`src/rtl/aes_inv_rcon.sv`:
```
// aes_inv_rcon: inverse round-constant generator for the AES decryption key
// schedule. Walks the rcon sequence backwards, from the last round constant
// down to 0x01, one step per advance request. Each step divides the current
// constant by x in GF(2^8); no lookup table is used.
//
// Ports:
//   clk    - clock, all state updates on posedge
//   rst_n  - asynchronous active-low reset
//   kld    - load/restart at the last constant (priority over adv)
//   adv    - advance one step toward 0x01
//   out    - {rcon_byte, 24'h000000}
//   valid  - out holds a live constant
//   last   - out is the final constant (0x01000000)
//   rnd    - index of the constant on out (NUM_RCON-1 down to 0)
module aes_inv_rcon #(
  parameter int NUM_RCON = 10
) (
  input  logic        clk,
  input  logic        rst_n,
  input  logic        kld,
  input  logic        adv,
  output logic [31:0] out,
  output logic        valid,
  output logic        last,
  output logic [3:0]  rnd
);

  if (NUM_RCON < 1 || NUM_RCON > 10) begin : g_param_check
    $error("aes_inv_rcon: NUM_RCON must be in 1..10");
  end

  typedef enum logic [0:0] {
    IDLE = 1'b0,
    RUN  = 1'b1
  } state_t;

  // Multiply by x modulo the AES polynomial.
  function automatic logic [7:0] xtime(input logic [7:0] b);
    return {b[6:0], 1'b0} ^ (b[7] ? 8'h1b : 8'h00);
  endfunction

  // Divide by x modulo the AES polynomial: an odd value first has the
  // reduction term folded back in, which sets the bit shifted in at the top.
  function automatic logic [7:0] inv_xtime(input logic [7:0] b);
    logic [7:0] t;
    t = b ^ 8'h1b;
    return b[0] ? {1'b1, t[7:1]} : {1'b0, b[7:1]};
  endfunction

  // Last constant of the forward sequence, evaluated at elaboration.
  function automatic logic [7:0] start_const();
    logic [7:0] c;
    c = 8'h01;
    for (int i = 0; i < NUM_RCON - 1; i++) begin
      c = xtime(c);
    end
    return c;
  endfunction

  localparam logic [7:0] START   = start_const();
  localparam logic [3:0] RND_TOP = 4'(NUM_RCON - 1);
  localparam logic       LAST_AT_LOAD = (NUM_RCON == 1) ? 1'b1 : 1'b0;

  state_t     state, state_nxt;
  logic [7:0] rc_byte, rc_byte_nxt;
  logic [3:0] rnd_nxt;
  logic       valid_nxt, last_nxt;

  // Next-state and next-output logic; kld always wins over adv.
  always_comb begin
    state_nxt   = state;
    rc_byte_nxt = rc_byte;
    rnd_nxt     = rnd;
    valid_nxt   = valid;
    last_nxt    = last;
    if (kld) begin
      state_nxt   = RUN;
      rc_byte_nxt = START;
      rnd_nxt     = RND_TOP;
      valid_nxt   = 1'b1;
      last_nxt    = LAST_AT_LOAD;
    end else if (adv) begin
      case (state)
        RUN: begin
          if (rnd != 4'd0) begin
            rc_byte_nxt = inv_xtime(rc_byte);
            rnd_nxt     = rnd - 4'd1;
            last_nxt    = (rnd == 4'd1) ? 1'b1 : 1'b0;
          end else begin
            // Sequence exhausted: only kld can restart it.
            state_nxt   = IDLE;
            rc_byte_nxt = 8'h00;
            rnd_nxt     = 4'd0;
            valid_nxt   = 1'b0;
            last_nxt    = 1'b0;
          end
        end
        IDLE: begin
          state_nxt = IDLE;
        end
        default: begin
          state_nxt   = IDLE;
          rc_byte_nxt = 8'h00;
          rnd_nxt     = 4'd0;
          valid_nxt   = 1'b0;
          last_nxt    = 1'b0;
        end
      endcase
    end else begin
      state_nxt = state;
    end
  end

  // State and output registers.
  always_ff @(posedge clk or negedge rst_n) begin
    if (!rst_n) begin
      state   <= IDLE;
      rc_byte <= 8'h00;
      rnd     <= 4'd0;
      valid   <= 1'b0;
      last    <= 1'b0;
    end else begin
      state   <= state_nxt;
      rc_byte <= rc_byte_nxt;
      rnd     <= rnd_nxt;
      valid   <= valid_nxt;
      last    <= last_nxt;
    end
  end

  assign out = {rc_byte, 24'h000000};

endmodule

```
`config.mk`:
```
export PLATFORM = sky130hd
export DESIGN_NAME = aes_inv_rcon
export DESIGN_NICKNAME = d
export VERILOG_FILES = /design/src/rtl/aes_inv_rcon.sv
export SDC_FILE = /design/constraint.sdc
export NUM_CORES = 1
export LEC_CHECK = 0
export BUFFER_PORTS_ARGS = -buffer_cell sky130_fd_sc_hd__clkbuf_2
export CAP_MARGIN = 5
export CORE_UTILIZATION = 40
export DETAILED_ROUTE_END_ITERATION = 12
export PLACE_DENSITY = 0.7
export SYNTH_ARGS = -nofsm -noshare
export SYNTH_HDL_FRONTEND = slang
export SYNTH_SLANG_ARGS = --single-unit
```
`constraint.sdc`:
```
create_clock -name clk -period 1.8 [get_ports clk]
set_input_delay 0.09 -clock clk [delete_from_list [all_inputs] [get_ports clk]]
set_output_delay 0.09 -clock clk [all_outputs]
set_load 0.05 [all_outputs]
```
; Yosys cells after proc, flatten, opt, wreduce, memory -nomap -nowiden
; Cells that the tools add are included.
[classes]
add_sub_neg = 1
eq_ne = 2
muxes = 22
bitwise = 2
reduce_logical = 5
[op_table]
columns = op, n
row1 = 8-bit two-way mux, 5
row2 = 4-bit two-way mux, 4
row3 = 1-bit two-way mux, 12
row4 = 4-bit by 1-bit equality test with 1-bit output (second input constant), 1
row5 = 4-bit NOT, 1
row6 = 2-bit nonzero test, 2
row7 = 4-bit nonzero test, 1
row8 = 4-bit by 1-bit subtractor with 4-bit output (second input constant), 1
row9 = 3-bit AND reduction, 1
row10 = 2-bit inequality test (second input constant), 1
row11 = 1-bit one-hot mux with 2 select lines, 1
row12 = 2-bit AND reduction, 1
row13 = 1-bit NOT, 1
[word_totals]
reg_bits = 15
inputBits = 4
elab_cells = 37

; Logic depth before layout (Yosys ltp)
; Gate-level depths: netlist of run 1.
[depth]
word_depth = 6
depth_mapped = 5
mapped_depth_nobuf = 5

; Worst setup path before layout of run 1
; OpenSTA, ideal clock, no wires.
[synth_path]
path_kind = register to register
from = register rnd[0]
to = register rnd[1]
setup_ns = 0.078
arrival_time_ns = 1.686
required_ns = 1.722
slack_ns = 0.036
path_stages_with_launch = 6
path_cell_list = dfrtp_1 inv_1 ha_1 nor3b_4 or3_1 a21oi_1
[synth_between]
elab_chain_len = 5
elab_cells_between_ends = 6
cone_classes = 1 x add/sub / 4 x mux / 1 x reduce/logical
[synth_rtl]
columns = item, line
row1 = "start, declared", 25  ; output logic [3:0] rnd
row2 = "start signal, assigned", 125  ; rnd <= rnd_nxt;
row3 = 4-bit by 1-bit subtractor with 4-bit output or 4-bit nonzero test (tied branches), "87, 85"
row4 = 4-bit two-way mux (*), 85  ; if (rnd != 4'd0) begin
row5 = 4-bit two-way mux (*), 83  ; case (state)
row6 = 4-bit two-way mux (*), 82  ; end else if (adv) begin
row7 = 4-bit two-way mux (*), 76  ; if (kld) begin
; Every way passes the cells marked *; elsewhere a longest branch is shown, timed or not. The select of a mux whose other input is x is not followed.
; A chain may end at the register's enable or synchronous reset.

; Worst setup path in the final report of run 1
[layout_path]
from = register rnd[0]
to = register rc_byte[4]
[layout_between]
elab_chain_len = 5
[layout_rtl]
columns = item, line
row1 = 4-bit nonzero test, 85
row2 = 8-bit two-way mux, 85
row3 = 8-bit two-way mux, 83
row4 = 8-bit two-way mux, 82
row5 = 8-bit two-way mux, 76
row6 = "end signal, assigned", 124  ; rc_byte <= rc_byte_nxt;
row7 = "end, declared", 65  ; logic [7:0] rc_byte, rc_byte_nxt;
; Every way passes these cells. The select of a mux whose other input is x is not followed.

==> run_results.csv, run 1 <==
group,metric,value,unit
cells_and_area,area_growth,5.91,%
critical_path,critPathKind,"reg -> reg",
clock_tree,clockRootBuffer,"clkbuf_4",
synthesis,synth_cell_types,30,
sta,rsz0062_at_grt,"false",
die,die_w,49.7,um
critical_path,crit_slowest_cell,"dfrtp_1",
synthesis,synth.most_common_cell,"buf_4",
clock_tree,cts_num_sinks,15,
placement,gp_congestion,0.807,
clock_tree,cts_tree,"done",
cells_and_area,utilization,47.2,%
detailed_routing,num_vias,633,
power_and_ir_drop,p_leak,0.457,nW
job,max-cap-violations,0,
sta,setup_viol,0,
sta,post-route-period-util,88.6,%
global_route,antenna_found_initial,0,
clock_tree,h-tree-depth,1,
die,start_util,44.5,%
detailed_routing,drt-vias-per-instance,4.55,
die,fp-row-count,16,
critical_path,crit_family,"simple AND/OR/NAND/NOR gates",
clock_tree,insertion_delay,0.29,ns
cells_and_area,nets,120,
placement,port_buffers,17,
critical_path,ff2ff_setup_slack,0.21,ns
sta,tns,0,ns
clock_tree,cts_buffer_depth,2,
critical_path,start_kind,"flip-flop",
sta,skew,0.0115,ns
cells_and_area,n_antenna_cell,0,
die,ioPinCount,42,
sta,period_minus_slack,1.59,ns
global_route,grt_use_total,13.3,%
clock_tree,clk_pin_slew,0.09,ns
synthesis,ys_warn_count,0,
synthesis,synth_top_area_share,41.3,%
die,core_area,2040,um^2
global_route,grt_max_degree,18,
power_and_ir_drop,ir_drop,0.713,mV
critical_path,cp_num_buf_inv,1,
synthesis,syn_avg_cell_area,9.78,um^2
synthesis,synth_area,910,um^2
cells_and_area,num-fill-cells,206,
global_route,grt_pass1_wl,2460,um
synthesis,synthCells,93,
cells_and_area,drive_above_1_share,21.4,%
placement,hpwlAfterDp,1080,um
sta,hold_violations,0,
synthesis,synth_edf_count,0,
sta,drv_slew,0,
synthesis,yosys_register_bits,15,
clock_tree,numCtsBuffers,3,
detailed_routing,final_antenna_net_count,0,
synthesis,async_reset_ff_share,100,%
sta,clock.fmax,627,MHz
synthesis,synth_area_leaders,"dfrtp_1 (41%), buf_4 (20%), ha_1 (4.1%), a21oi_1 (3.3%), a221o_1 (3.3%)",
die,die_h,49.7,um
critical_path,end_kind,"flip-flop",
global_route,grt_overflow,0,
detailed_routing,wirelength,1460,um
critical_path,arrival,1.78,ns
synthesis,synth.largest_area_cell,"dfrtp_1",
critical_path,worst-path-max-fanout,8,
synthesis,seq_area_frac_synth,41.3,%
synthesis,synth_top_flop_cell,"dfrtp_1",
detailed_routing,wl_per_cell,10.5,um
run_status,status,"complete, no violations",
synthesis,synthTopCellsByCount,"buf_4 (24), dfrtp_1 (15), a21oi_1 (6), nand2_1 (6), nor2_1 (5)",
detailed_routing,drc_errors,0,
critical_path,cp_cell_sequence,"inv_1 -> ha_1 -> nor3b_4 -> nor2_2 -> a221o_1",
global_route,grt_pass1_vias,553,
critical_path,critical-path-max-stage-delay,0.45,ns
power_and_ir_drop,power_density,905,nW/um^2
min_path,hold_class,"in -> reg",
critical_path,required,1.98,ns
detailed_routing,firstDrtPassIters,4,
die,dieArea,2470,um^2
detailed_routing,initialDrtViolationCount,9,
## report_power, final
group	switching [mW]	total (mW)	internal, mW	leakage [nW]
Sequential	0.0280	0.387	0.359	0.173
Clock	0.107	0.189	0.0825	0.0177
Combinational	0.243	0.296	0.0535	0.266
Total	0.377	0.872	0.495	0.457
## logic make-up after synthesis
kind of cell,synth area share [%]
flip-flops,41.3
multiplexers,1.10
buffers and inverters,21.6
adder cells (fa/ha/maj),4.13
AND/OR/NAND/NOR,17.3
AO/OA/AOI/OAI,12.2
XOR/XNOR,1.93
other,0.412
## worst register-to-register path, stage by stage, from the launching register on
cell	delay (ns)
dfrtp_1	0.45
inv_1	0.11
ha_1	0.18
nor3b_4	0.37
nor2_2	0.10
a221o_1	0.30
## through the flow
| stage | setup WS, ns | cell area (um^2) | hold WS [ns] | std cells | power (mW) |
|---|---|---|---|---|---|
| floorplan | 0.0359 | 996 | -0.206 | 116 | 0.678 |
| global placement | 0.276 | 926 | 0.0213 | 134 | 0.684 |
| detailed placement | 0.209 | 926 | 0.0220 | 134 | 0.687 |
| CTS | 0.199 | 963 | 0.131 | 139 | 0.881 |
| global route | 0.0829 | 963 | 0.154 | 139 | 0.919 |
| finish | 0.205 | 963 | 0.137 | 139 | 0.872 |
## layer usage
metal / share of wire, % / global-route usage (%) / up-vias
met4: 1.1 / 2.86 / 0
li1: - / - / 313
met5: 0 / 0 / -
met3: 5.2 / 5.56 / 4
met1: 45 / 16.4 / 297
met2: 49 / 21.4 / 19
## sequential cells by signal, summed over array words and instances, names as in the netlist
register / cells
last: 1
rc_byte: 8
rnd: 4
state: 1
valid: 1
## repair_timing
action | 4_1_cts | 5_1_grt
hold endpoints to repair | 15 | 0
hold buffers | 1 | 0
buffers inserted | 0 | 0
resized for setup | 0 | 0
endpoints found under the setup margin | 0 | 0
## cell usage in the layout (no fill, tap or decap), types with 2 or more instances in the layout
cell / instances
a21oi_1: 6
a221o_1: 3
a2bb2oi_1: 2
clkbuf_2: 17
clkbuf_4: 3
conb_1: 24
dfrtp_1: 15
ha_1: 3
inv_1: 2
nand2_1: 6
nand3_1: 4
nand4b_1: 2
nor2_1: 5
o31ai_1: 2
or3_1: 2
## layout make-up
type                    count  area, um^2  area share, %
flip-flops and latches     15         375           39.0
clock buffers               3        22.5           2.34
well taps                  27        33.8           3.51
clock inverters             1        5.00          0.519
multi-input cells          73         424           44.0
repair buffers             18        95.1           9.87
inverters                   2        7.51          0.779
## path summary, 6_finish.rpt
path,startpoint,end,depth (start not counted)
setup / recovery,rnd[0],rc_byte[4],5
hold / removal,adv,state,3
setup reg to reg,rnd[0],rc_byte[4],5
hold reg to reg,last,last,2
max in group asynchronous,rst_n,state,2
min in group asynchronous,rst_n,rnd[2],2
Note: power is estimated with default switching activity, not from simulation.
==> inputs of run 2 (changes only) <==
- BUFFER_PORTS_ARGS: -buffer_cell sky130_fd_sc_hd__clkbuf_2 -> -buffer_cell sky130_fd_sc_hd__buf_2
- CORE_UTILIZATION: 40 -> 45
- PLACE_DENSITY: 0.7 -> 0.77
==> run 2 against run 1 <==
- core utilization grew 6.2 points
- sequential power is essentially flat
- final area decreased by 0.26%
- highest routed layer unchanged
==> run_results.csv, run 2 (synthesized netlist as in run 1, its figures left out) <==
group,metric,value,unit
cells_and_area,nets,120,
die,die_w,47.0,um
critical_path,start_kind,"flip-flop",
die,start_util,50.5,%
cells_and_area,area_growth,5.64,%
critical_path,arrival,1.77,ns
cells_and_area,reg_top3,"rc_byte (8), rnd (4)",
detailed_routing,firstDrtPassIters,4,
clock_tree,insertion_delay,0.28,ns
clock_tree,numCtsBuffers,3,
cells_and_area,largest_register,"rc_byte",
power_and_ir_drop,power_density,905,nW/um^2
critical_path,cp_cell_sequence,"inv_1 -> ha_1 -> nor3b_4 -> nor2_2 -> a221o_1",
cells_and_area,largest_register_ffs,8,
global_route,grt_use_total,16.2,%
global_route,grt_pass1_wl,2390,um
critical_path,critical-path-max-stage-delay,0.45,ns
global_route,grt_max_degree,18,
sta,skew,0.00471,ns
critical_path,worst-path-max-fanout,8,
detailed_routing,num_vias,639,
die,fp-row-count,15,
sta,tns,0,ns
cells_and_area,final_common_cell,"conb_1",
placement,place_area,923,um^2
cells_and_area,multiInputGateArea,424,um^2
job,max-cap-violations,0,
cells_and_area,post-route-cell-area,961,um^2
sta,post-route-period-util,89.0,%
critical_path,reg2reg_depth,5,
placement,gp_congestion,0.781,
min_path,hold_class,"in -> reg",
run_status,status,"complete, no violations",
global_route,grt_pass1_vias,545,
power_and_ir_drop,p_leak,0.455,nW
clock_tree,clk_pin_slew,0.09,ns
cells_and_area,num-fill-cells,173,
clock_tree,clockRootBuffer,"clkbuf_4",
critical_path,required,1.97,ns
sta,hold_violations,0,
die,core_area,1800,um^2
clock_tree,cts_num_sinks,15,
die,dieArea,2210,um^2
cells_and_area,drive_above_1_share,21.4,%
critical_path,critPathKind,"reg -> reg",
die,ioPinCount,42,
placement,port_buffers,17,
detailed_routing,wirelength,1520,um
detailed_routing,wl_per_cell,11.1,um
global_route,antenna_found_initial,0,
cells_and_area,n_antenna_cell,0,
sta,setup_viol,0,
detailed_routing,drc_errors,0,
clock_tree,cts_buffer_depth,2,
global_route,grt_overflow,0,
die,die_h,47.0,um
cells_and_area,regArea,375,um^2
detailed_routing,final_antenna_net_count,0,
critical_path,end_kind,"flip-flop",
min_path,whs_path_depth,3,
sta,clock.fmax,624,MHz
sta,drv_slew,0,
critical_path,ff2ff_setup_slack,0.20,ns
placement,hpwlAfterDp,1170,um
sta,rsz0062_at_grt,"false",
detailed_routing,initialDrtViolationCount,6,
detailed_routing,drt-vias-per-instance,4.66,
sta,period_minus_slack,1.60,ns
clock_tree,ctsResizeCount,0,
clock_tree,h-tree-depth,1,
clock_tree,cts_tree,"done",
cells_and_area,final_cell_mix,"conb_1 (24), buf_2 (17), dfrtp_1 (15)",
critical_path,crit_slowest_cell,"dfrtp_1",
power_and_ir_drop,ir_drop,0.692,mV
-- run 2: layout make-up --
type / instances / share of cell area, %
tap: 25 / 3.26
clock buffer: 3 / 2.34
inverter: 2 / 0.781
multi-input combinational: 73 / 44.1
sequential: 15 / 39.1
clock inverter: 1 / 0.521
timing repair buffer: 18 / 9.90
-- run 2: routing by layer --
metal / share of wire (%) / GRT usage [%]
met1: 44 / 18.4
met2: 49 / 27.2
met3: 5.1 / 4.23
met4: 1.9 / 9.71
met5: 0 / 0
-- run 2: through the flow --
step / instances / power [mW] / util [%] / hold slack (ns) / worst slack (ns)
after global placement: 132 / 0.683 / 51.2 / 0.00265 / 0.283
after CTS: 137 / 0.880 / 53.3 / 0.122 / 0.179
final: 137 / 0.870 / 53.3 / 0.132 / 0.198
after detailed placement: 132 / 0.689 / 51.2 / 0.00871 / 0.187
after global routing: 137 / 0.921 / 53.3 / 0.139 / 0.0698
after floorplan: 116 / 0.678 / - / -0.206 / 0.0359
-- run 2: worst max-delay path: cells and delay by family (launching register included) --
kind                     cells  cell delay [ns]
AO/OA/AOI/OAI                1             0.31
adder cells (fa/ha/maj)      1             0.18
buffers and inverters        1             0.11
flip-flops                   1             0.45
AND/OR/NAND/NOR              2             0.45
-- run 2: where the power goes --
part | switching (mW) | internal [mW]
Clock | 0.105 | 0.0823
Combinational | 0.242 | 0.0541
Sequential | 0.0283 | 0.359
-- run 2: path summary, 6_finish.rpt --
kind                         endpoint    from
min reg2reg                     valid   valid
min                             state     adv
min in group asynchronous       state   rst_n
max in group asynchronous        last   rst_n
max                        rc_byte[5]  rnd[0]
max reg2reg                rc_byte[5]  rnd[0]
-- run 2: timing repair --
action                                 4_1_cts  5_1_grt
hold buffers                                 1        0
setup buffers                                0        0
endpoints found under the hold margin       15        0
==> inputs of run 3 (changes only) <==
- REMOVE_ABC_BUFFERS: not set -> 1
==> run 3 against run 2 <==
- sequential share of layout area is 0.051 points higher
- final area is 0.13% lower
- die area stayed put
- total power hardly changed
- register-to-register slack worse by 0.02 ns
- clock-buffer cell count is 1 higher
- non-clock buffer count stayed put
- largest cell class unchanged
- largest power group unchanged
- highest routed layer unchanged
==> run_results.csv, run 3 (synthesized netlist as in run 1, its figures left out) <==
group,metric,value,unit
die,ioPinCount,42,
sta,post-route-period-util,90.4,%
detailed_routing,wirelength,1500,um
sta,layout_setup_ws,0.174,ns
global_route,grt_overflow,0,
power_and_ir_drop,p_comb_share,34.2,%
cells_and_area,largest_register,"rc_byte",
clock_tree,clockRootBuffer,"clkbuf_4",
detailed_routing,final_antenna_net_count,0,
power_and_ir_drop,intPower,0.499,mW
min_path,hold_class,"in -> reg",
clock_tree,insertion_delay,0.28,ns
die,die_w,47.0,um
sta,rsz0062_at_grt,"false",
cells_and_area,nets,120,
die,start_util,50.5,%
sta,hold_slack,0.142,ns
clock_tree,cts_setup_buffers,0,
placement,placed_cells,132,
critical_path,start_kind,"flip-flop",
critical_path,cp_cell_sequence,"inv_1 -> ha_1 -> nor3b_4 -> nor2_2 -> a221o_1",
power_and_ir_drop,p_leak,0.452,nW
detailed_routing,initialDrtViolationCount,12,
critical_path,critPathKind,"reg -> reg",
global_route,antenna_found_initial,0,
clock_tree,h-tree-depth,1,
cells_and_area,reg_top3,"rc_byte (8), rnd (4)",
job,max-cap-violations,0,
critical_path,end_kind,"flip-flop",
detailed_routing,num_vias,659,
power_and_ir_drop,pwr-share-seq,44.3,%
clock_tree,numCtsBuffers,3,
detailed_routing,wl_per_cell,10.9,um
cells_and_area,final_cell_mix,"conb_1 (24), buf_2 (17), dfrtp_1 (15)",
power_and_ir_drop,netSwitchingPower,0.370,mW
cells_and_area,final_common_cell,"conb_1",
sta,setup_viol,0,
critical_path,arrival,1.79,ns
cells_and_area,final_cells,137,
critical_path,worst-path-max-fanout,8,
critical_path,crit_slowest_cell,"dfrtp_1",
clock_tree,cts_hold_buffers,1,
global_route,grt_max_degree,18,
critical_path,critical-path-max-stage-delay,0.44,ns
global_route,grt_use_total,15.5,%
placement,gp_congestion,0.750,
power_and_ir_drop,power_density,906,nW/um^2
clock_tree,cts_buffer_depth,2,
cells_and_area,area_growth,5.50,%
power_and_ir_drop,pwr-share-clk,21.5,%
sta,tns,0,ns
die,dieArea,2210,um^2
die,die_h,47.0,um
global_route,grt_pass1_vias,515,
power_and_ir_drop,ir_drop,0.653,mV
cells_and_area,utilization,53.3,%
sta,clock.fmax,615,MHz
detailed_routing,firstDrtPassIters,4,
sta,drv_slew,0,
sta,hold_violations,0,
sta,skew,0.00778,ns
clock_tree,ctsResizeCount,0,
cells_and_area,drive_above_1_share,20.5,%
detailed_routing,drc_errors,0,
clock_tree,clk_pin_slew,0.08,ns
placement,place_ws,0.213,ns
clock_tree,cts_num_sinks,15,
die,core_area,1800,um^2
detailed_routing,drt-vias-per-instance,4.81,
die,fp-row-count,15,
global_route,grt_pass1_wl,2260,um
clock_tree,cts_tree,"done",
cells_and_area,largest_register_ffs,8,
run_status,status,"complete, no violations",
critical_path,required,1.96,ns
power_and_ir_drop,swShare,42.6,%
placement,hpwlAfterDp,1140,um
placement,port_buffers,17,
cells_and_area,n_antenna_cell,0,
sta,period_minus_slack,1.63,ns
[run 3: power by group through the flow]
| stage | logic [mW] | clock network, mW | registers (mW) |
|---|---|---|---|
| after global routing | 0.317 | 0.213 | 0.389 |
| after global placement | 0.292 | 0 | 0.391 |
| after floorplan | 0.168 | 0 | 0.466 |
| final | 0.297 | 0.187 | 0.385 |
| after detailed placement | 0.296 | 0 | 0.392 |
| after CTS | 0.299 | 0.193 | 0.385 |
[run 3: worst paths after layout]
check / from / end / slack [ns] / depth (start not counted)
worst max-delay path: rnd[0] / rc_byte[5] / 0.17 / 5
worst min-delay path: adv / state / 0.14 / 3
worst max register to register: rnd[0] / rc_byte[5] / 0.17 / 5
worst min register to register: last / last / 0.52 / 2
max in group asynchronous: rst_n / rnd[1] / 1.31 / 2
min in group asynchronous: rst_n / last / 0.23 / 2
[run 3: layout make-up]
type	instances	area (um^2)
multi-input combinational	73	424
sequential	15	375
fill	171	842
clock buffer	4	26.3
inverter	2	7.51
timing repair buffer	18	95.1
tap	25	31.3
[run 3: critical path: cells and delay by family (launching register included)]
family,cells,cell delay (ns)
AO/OA/AOI/OAI,1,0.30
buffers and inverters,1,0.11
flip-flops,1,0.44
AND/OR/NAND/NOR,2,0.47
adder cells (fa/ha/maj),1,0.19
[run 3: metrics by stage]
stage | total power [mW] | cell area, um^2
2_1_floorplan | 0.633 | 807
3_3_place_gp | 0.683 | 923
3_5_place_dp | 0.689 | 923
4_1_cts | 0.877 | 960
5_1_grt | 0.919 | 960
6_report | 0.870 | 960
[run 3: routing by layer]
layer  GRT usage, %  wire length (um)
met4           6.86                40
met2           24.2               700
met5              0                 0
met3           7.31               118
met1           18.1               640
